**config.mk**
```make
export PLATFORM = sky130hd
export DESIGN_NAME = iq_capture_sequencer
export DESIGN_NICKNAME = d
export VERILOG_FILES = /design/src/rtl/iq_capture_pkg.sv /design/src/rtl/sample_strobe_gen.sv /design/src/rtl/iq_capture_sequencer.sv
export SDC_FILE = /design/constraint.sdc
export NUM_CORES = 1
export LEC_CHECK = 0
export CAP_MARGIN = 20
export CORE_MARGIN = 2
export CORE_UTILIZATION = 48
export CTS_BUF_LIST = sky130_fd_sc_hd__clkbuf_4 sky130_fd_sc_hd__clkbuf_8
export DETAILED_ROUTE_END_ITERATION = 8
export PLACE_DENSITY_LB_ADDON = 0.15
export SYNTH_ARGS = -nofsm -noshare
export SYNTH_HDL_FRONTEND = slang
export SYNTH_SLANG_ARGS = --single-unit
```
**constraint.sdc**
```tcl
create_clock -name clk -period 2.3 [get_ports clk]
set_input_delay 0.23 -clock clk [delete_from_list [all_inputs] [get_ports clk]]
set_output_delay 0.23 -clock clk [all_outputs]
set_load 0.1 [all_outputs]
```
**src/rtl/iq_capture_pkg.sv**
```systemverilog
// Shared types and constants for the IQ capture sequencer: FSM state encoding,
// default widths and the system-bus offsets of its control/status registers.
package iq_capture_pkg;

    localparam int DEFAULT_ADDR_W = 10;
    localparam int DEFAULT_DATA_W = 32;

    localparam logic [15:0] CTRL_ARM_OFFSET        = 16'h007C;
    localparam logic [15:0] STATUS_OFFSET          = 16'h307C;
    localparam logic [15:0] TRIG_START_ADDR_OFFSET = 16'h3080;

    typedef enum logic [2:0] {
        IDLE,
        PRE,
        ARMED,
        POST,
        DONE
    } capture_state_t;

    function automatic logic is_busy(input capture_state_t s);
        return (s == PRE) || (s == ARMED) || (s == POST);
    endfunction

endpackage

```
**src/rtl/sample_strobe_gen.sv**
```systemverilog
// Decimation strobe: fires when the counter is 0 and the counter runs 0..decim.
// clear restarts the count at 0 and loads the decimation value for this run.
module sample_strobe_gen #(
    parameter int DECIM_W = 16
) (
    input  logic               clk,
    input  logic               rst,
    input  logic               clear,
    input  logic [DECIM_W-1:0] decim_i,
    output logic               strobe
);

    logic [DECIM_W-1:0] count;
    logic [DECIM_W-1:0] decim;

    always_ff @(posedge clk) begin
        if (rst) begin
            count <= '0;
            decim <= '0;
        end else if (clear) begin
            count <= '0;
            decim <= decim_i;
        end else if (count == decim) begin
            count <= '0;
        end else begin
            count <= count + 1'b1;
        end
    end

    assign strobe = (count == '0);

endmodule

```
**src/rtl/iq_capture_sequencer.sv**
```systemverilog
// Triggered acquisition controller for the IQ capture RAM: circular pre-trigger
// fill, trigger capture, post-trigger fill, and oldest/trigger address readback.
module iq_capture_sequencer
    import iq_capture_pkg::*;
#(
    parameter int ADDR_W  = DEFAULT_ADDR_W,
    parameter int DATA_W  = DEFAULT_DATA_W,
    parameter int DECIM_W = 16
) (
    input  logic               clk,
    input  logic               rst,
    input  logic [DATA_W-1:0]  data_i,
    input  logic               arm_i,
    input  logic               abort_i,
    input  logic               sw_trig_i,
    input  logic               trig_i,
    input  logic               trig_ext_en_i,
    input  logic [ADDR_W-1:0]  pretrig_i,
    input  logic [DECIM_W-1:0] decim_i,
    output logic [ADDR_W-1:0]  ram_addr_o,
    output logic               ram_wren_o,
    output logic [DATA_W-1:0]  ram_wdata_o,
    output logic               busy_o,
    output logic               armed_o,
    output logic               done_o,
    output logic [ADDR_W-1:0]  trig_addr_o,
    output logic [ADDR_W-1:0]  start_addr_o
);

    localparam logic [ADDR_W-1:0] LAST_ADDR = '1;

    capture_state_t    state;
    capture_state_t    next_state;
    logic [ADDR_W-1:0] wr_addr;
    logic [ADDR_W-1:0] pretrig;
    logic [ADDR_W-1:0] remaining;
    logic              pending;
    logic              trig_q;
    logic              strobe;
    logic              trig_event;
    logic              arm_accept;
    logic              write_en;
    logic              take_trig;

    assign trig_event = sw_trig_i | (trig_ext_en_i & trig_i & ~trig_q);

    sample_strobe_gen #(
        .DECIM_W(DECIM_W)
    ) u_strobe (
        .clk    (clk),
        .rst    (rst),
        .clear  (arm_accept),
        .decim_i(decim_i),
        .strobe (strobe)
    );

    always_ff @(posedge clk) begin
        if (rst) begin
            state <= IDLE;
        end else begin
            state <= next_state;
        end
    end

    // Abort overrides every other decision, including a same-cycle arm or trigger.
    always_comb begin
        next_state = state;
        arm_accept = 1'b0;
        write_en   = 1'b0;
        take_trig  = 1'b0;
        case (state)
            IDLE, DONE: begin
                if (arm_i) begin
                    arm_accept = 1'b1;
                    next_state = (pretrig_i == '0) ? ARMED : PRE;
                end
            end
            PRE: begin
                if (strobe) begin
                    write_en = 1'b1;
                    if (wr_addr == pretrig - 1'b1) begin
                        next_state = ARMED;
                    end
                end
            end
            ARMED: begin
                if (strobe) begin
                    write_en = 1'b1;
                    if (pending || trig_event) begin
                        take_trig  = 1'b1;
                        next_state = (pretrig == LAST_ADDR) ? DONE : POST;
                    end
                end
            end
            POST: begin
                if (strobe) begin
                    write_en = 1'b1;
                    if (remaining == ADDR_W'(1)) begin
                        next_state = DONE;
                    end
                end
            end
            default: next_state = IDLE;
        endcase
        if (abort_i) begin
            next_state = IDLE;
            arm_accept = 1'b0;
            write_en   = 1'b0;
            take_trig  = 1'b0;
        end
    end

    // Status flags lag the state by one cycle on entry to DONE so that done_o
    // rises (and busy_o falls) one cycle after the final RAM write is presented.
    always_ff @(posedge clk) begin
        if (rst) begin
            wr_addr      <= '0;
            pretrig      <= '0;
            remaining    <= '0;
            pending      <= 1'b0;
            trig_q       <= 1'b0;
            ram_addr_o   <= '0;
            ram_wren_o   <= 1'b0;
            ram_wdata_o  <= '0;
            busy_o       <= 1'b0;
            armed_o      <= 1'b0;
            done_o       <= 1'b0;
            trig_addr_o  <= '0;
            start_addr_o <= '0;
        end else begin
            trig_q     <= trig_i;
            ram_wren_o <= write_en;
            if (write_en) begin
                ram_addr_o  <= wr_addr;
                ram_wdata_o <= data_i;
                wr_addr     <= wr_addr + 1'b1;
            end
            if (arm_accept) begin
                wr_addr <= '0;
                pretrig <= pretrig_i;
                pending <= 1'b0;
            end
            if (take_trig) begin
                trig_addr_o  <= wr_addr;
                start_addr_o <= wr_addr - pretrig;
                remaining    <= LAST_ADDR - pretrig;
                pending      <= 1'b0;
            end else if (state == ARMED && trig_event) begin
                pending <= 1'b1;
            end
            if (state == POST && write_en) begin
                remaining <= remaining - 1'b1;
            end
            if (abort_i) begin
                pending <= 1'b0;
            end
            busy_o  <= is_busy(next_state) || (is_busy(state) && next_state == DONE);
            armed_o <= (next_state == ARMED);
            done_o  <= (state == DONE) && (next_state == DONE);
        end
    end

endmodule

```
==> flow_metrics.py <==
metrics = {
    "global_route": {
        "grt_pass1_wl_microns": 26800,
        "grt_overflow": 0,
        "track_usage": 0.236,
        "grt_pass1_vias": 5758,
        "antenna_found_initial": 0,
        "grt_max_degree": 44,
    },
    "clock_tree": {
        "cts_tree": "built",
        "cts_root_buf": "clkbuf_8",
        "cts.sinks": 133,
        "h-tree-depth": 4,
        "cts_buffer_depth": 2,
        "ctsHoldBuffers": 0,
        "clock_latency_ns": 0.45,
        "clk_pin_slew_ns": 0.07,
        "cts-buffers-inserted": 17,
    },
    "die": {
        "rows": 41,
        "die_height_microns": 118,
        "fp.dieW_microns": 118,
        "ios": 131,
        "core_region_area_sq_um": 12600,
        "start_util": 0.491,
        "dieArea_sq_um": 13800,
    },
    "drt": {
        "drt-total-wl_microns": 16300,
        "avgRoutedWirePerCell_microns": 14.6,
        "drt-met1-wl_microns": 7080,
        "met2WireLength_microns": 7750,
        "dr_wl_met3_microns": 1110,
        "vias_per_cell": 5.30,
        "dr.pass1.iters": 4,
        "drt_iter0_markers": 313,
        "num_vias": 5937,
        "detail-route-antenna-nets": 0,
        "remaining_drc_errors": 0,
        "top_layer": "met4",
    },
    "timing": {
        "slew_headroom": 0.662,
        "setup_tns_ns": 0,
        "tightest_slew_ns": 0.506,
        "period_needed_ns": 2.28,
        "clock.fmax_ghz": 0.438,
        "drv_slew": 0,
        "setup_viol": 0,
        "finalCritPeriodShare": 0.992,
        "rsz0062_at_grt": "true",
        "hold_viol": 0,
        "finClkSkew_ns": 0.0129,
    },
    "logic_synthesis": {
        "syn_area_sq_um": 6200,
        "synth_edf_count": 0,
        "synth_warnings": 0,
        "synthFlopType": "dfxtp_1",
        "synth_seq_cells": 133,
        "synthCells": 779,
        "synthesis.nets": 861,
        "async_reset_ff_frac": 0,
        "ys_seq_area_frac": 0.429,
        "yosys.cell_types.count": 62,
        "syn_area_per_cell_sq_um": 7.96,
    },
    "power_and_ir_drop": {
        "pwr-share-clk": 0.389,
        "power_density_nw_per_um2": 625,
        "power_switching_mw": 1.40,
        "p_sw_frac": 0.269,
        "seqPwrFrac": 0.458,
        "cellLeakagePower_nw": 3.27,
        "combPwrFrac": 0.153,
        "vdd_drop_max_uv": 373,
        "p_int_mw": 3.82,
    },
    "worst_setup_path": {
        "max_stage_delay_ns": 0.59,
        "cp-end-kind": "flop",
        "cp_data_required_time_ns": 2.67,
        "slowest_stage": "or4_4",
        "crit_chain": "or4_4 > nor4_4 > and3_4 > nand4_1 > o32a_1 > a21oi_2",
        "rrSetupSlack_ns": 0.02,
        "arrival_ns": 2.65,
        "start_kind": "flop",
        "crit_type": "flop to flop",
        "cp_max_fo": 7,
    },
    "layout": {
        "final_util": 0.663,
        "fin_area_sq_um": 8370,
        "mostFrequentLayoutCells": "nand2_1 (190), dfxtp_1 (129), buf_4 (117)",
        "drive_gt1_frac": 0.207,
        "fillers": 1105,
        "diodes": 0,
        "layout_commonest_cell": "nand2_1",
        "nNetsFinal": 1017,
        "syn_to_final_growth_pct": 34.9,
    },
    "placement": {
        "place_area_sq_um": 7770,
        "port_buffers": 130,
        "place.detailed.hpwl_microns": 11900,
        "gp_congestion": 0.871,
    },
    "hold_path": {
        "min_path_type": "input port to flop",
    },
    "run_status": {
        "status": "finished, final reports clean",
    },
    "run": {
        "maxCapViolations": 0,
    },
}
[power groups by stage]
stage / clock (mW) / sequential [mW] / combinational (mW)
finish: 2.03 / 2.39 / 0.799
global route: 2.17 / 2.40 / 0.863
CTS: 2.07 / 2.39 / 0.768
global placement: 0 / 2.44 / 0.733
detailed placement: 0 / 2.44 / 0.748
floorplan: 0 / 2.55 / 0.363
[final cells by class]
type	instances	area [sq um]	share of cell area
Inverter	20	77.6	0.00927
Clock buffer	19	262	0.0313
Tap cell	172	215	0.0257
Multi-Input combinational cell	579	3400	0.406
Timing Repair Buffer	184	1590	0.190
Sequential cell	133	2670	0.319
Clock inverter	13	155	0.0185
[per-layer routing]
metal | vias to the layer above | global-route usage
met3 | 28 | 0.0649
li1 | 2972 | -
met2 | 160 | 0.394
met1 | 2777 | 0.288
met5 | - | 0
met4 | 0 | 0.0934
[state kept, by name, indices dropped and copies added (netlist names)]
name / count
armed_o: 1
busy_o: 1
done_o: 1
pending: 1
pretrig: 10
ram_addr_o: 10
ram_wdata_o: 32
ram_wren_o: 1
remaining: 10
start_addr_o: 10
state: 3
trig_addr_o: 10
trig_q: 1
u_strobe.count: 16
u_strobe.decim: 16
wr_addr: 10
[cell usage after synthesis, drive strengths merged (3+ instances only)]
cell type | n | area share
inv | 20 | 0.012
xnor2 | 21 | 0.030
nor3 | 11 | 0.011
nor3b | 5 | 0.0061
dfxtp | 133 | 0.43
a211oi | 5 | 0.0061
a21oi | 102 | 0.082
and3 | 10 | 0.010
o21ai | 13 | 0.010
xor2 | 29 | 0.041
a31oi | 7 | 0.0071
a2bb2oi | 3 | 0.0042
nand3b | 5 | 0.0061
nor2b | 6 | 0.0061
nand3 | 20 | 0.016
clkbuf | 37 | 0.022
ha | 16 | 0.032
nor2 | 40 | 0.024
or4 | 8 | 0.011
buf | 10 | 0.010
nand4 | 14 | 0.015
nand2 | 194 | 0.12
or2 | 5 | 0.0050
o31ai | 4 | 0.0048
nor4 | 11 | 0.015
or3 | 10 | 0.010
[logic make-up (layout without fill, tap and decap cells)]
group                      Yosys count  in the layout  share of synthesized area
AOI/OAI and AO/OA                  161            161                      0.152
xor gates and xnor gates            50             50                     0.0706
and+or+nand+nor                    351            351                      0.268
DFF                                133            133                      0.429
buffers and inverters               67            236                     0.0446
adders and majority gates           17             17                     0.0355
[stage by stage]
stage / power (mW) / worst slack (ns) / std cells / hold WS (ns)
2_1_floorplan: 2.92 / -0.0888 / 779 / 0.358
3_3_place_gp: 3.17 / -0.100 / 1084 / 0.438
3_5_place_dp: 3.19 / -0.186 / 1084 / 0.446
4_1_cts: 5.23 / -0.0270 / 1116 / 0.174
5_1_grt: 5.43 / -0.0643 / 1120 / 0.206
6_report: 5.23 / 0.0190 / 1120 / 0.193
[worst paths after layout]
| path | startpoint | end | cells after the start |
|---|---|---|---|
| worst max register to register | u_strobe.count[7] | remaining[9] | 6 |
| worst max-delay path | u_strobe.count[7] | remaining[9] | 6 |
| worst min register to register | trig_addr_o[5] | trig_addr_o[5] | 2 |
| worst min-delay path | rst | ram_wren_o | 2 |
[critical path: cells and delay by family, from the launching register on]
family / cells / cell delay, ns
flip-flops: 1 / 0.32
AND/OR/NAND/NOR: 4 / 1.41
AO/OA/AOI/OAI: 2 / 0.48
[timing repair]
item | 4_1_cts | 5_1_grt
pin swaps | 9 | 6
endpoints found under the setup margin | 44 | 52
buffers inserted | 0 | 3
gates resized for setup | 12 | 20
cloned | 0 | 1
No activity file was read; power rests on OpenSTA's default activity.
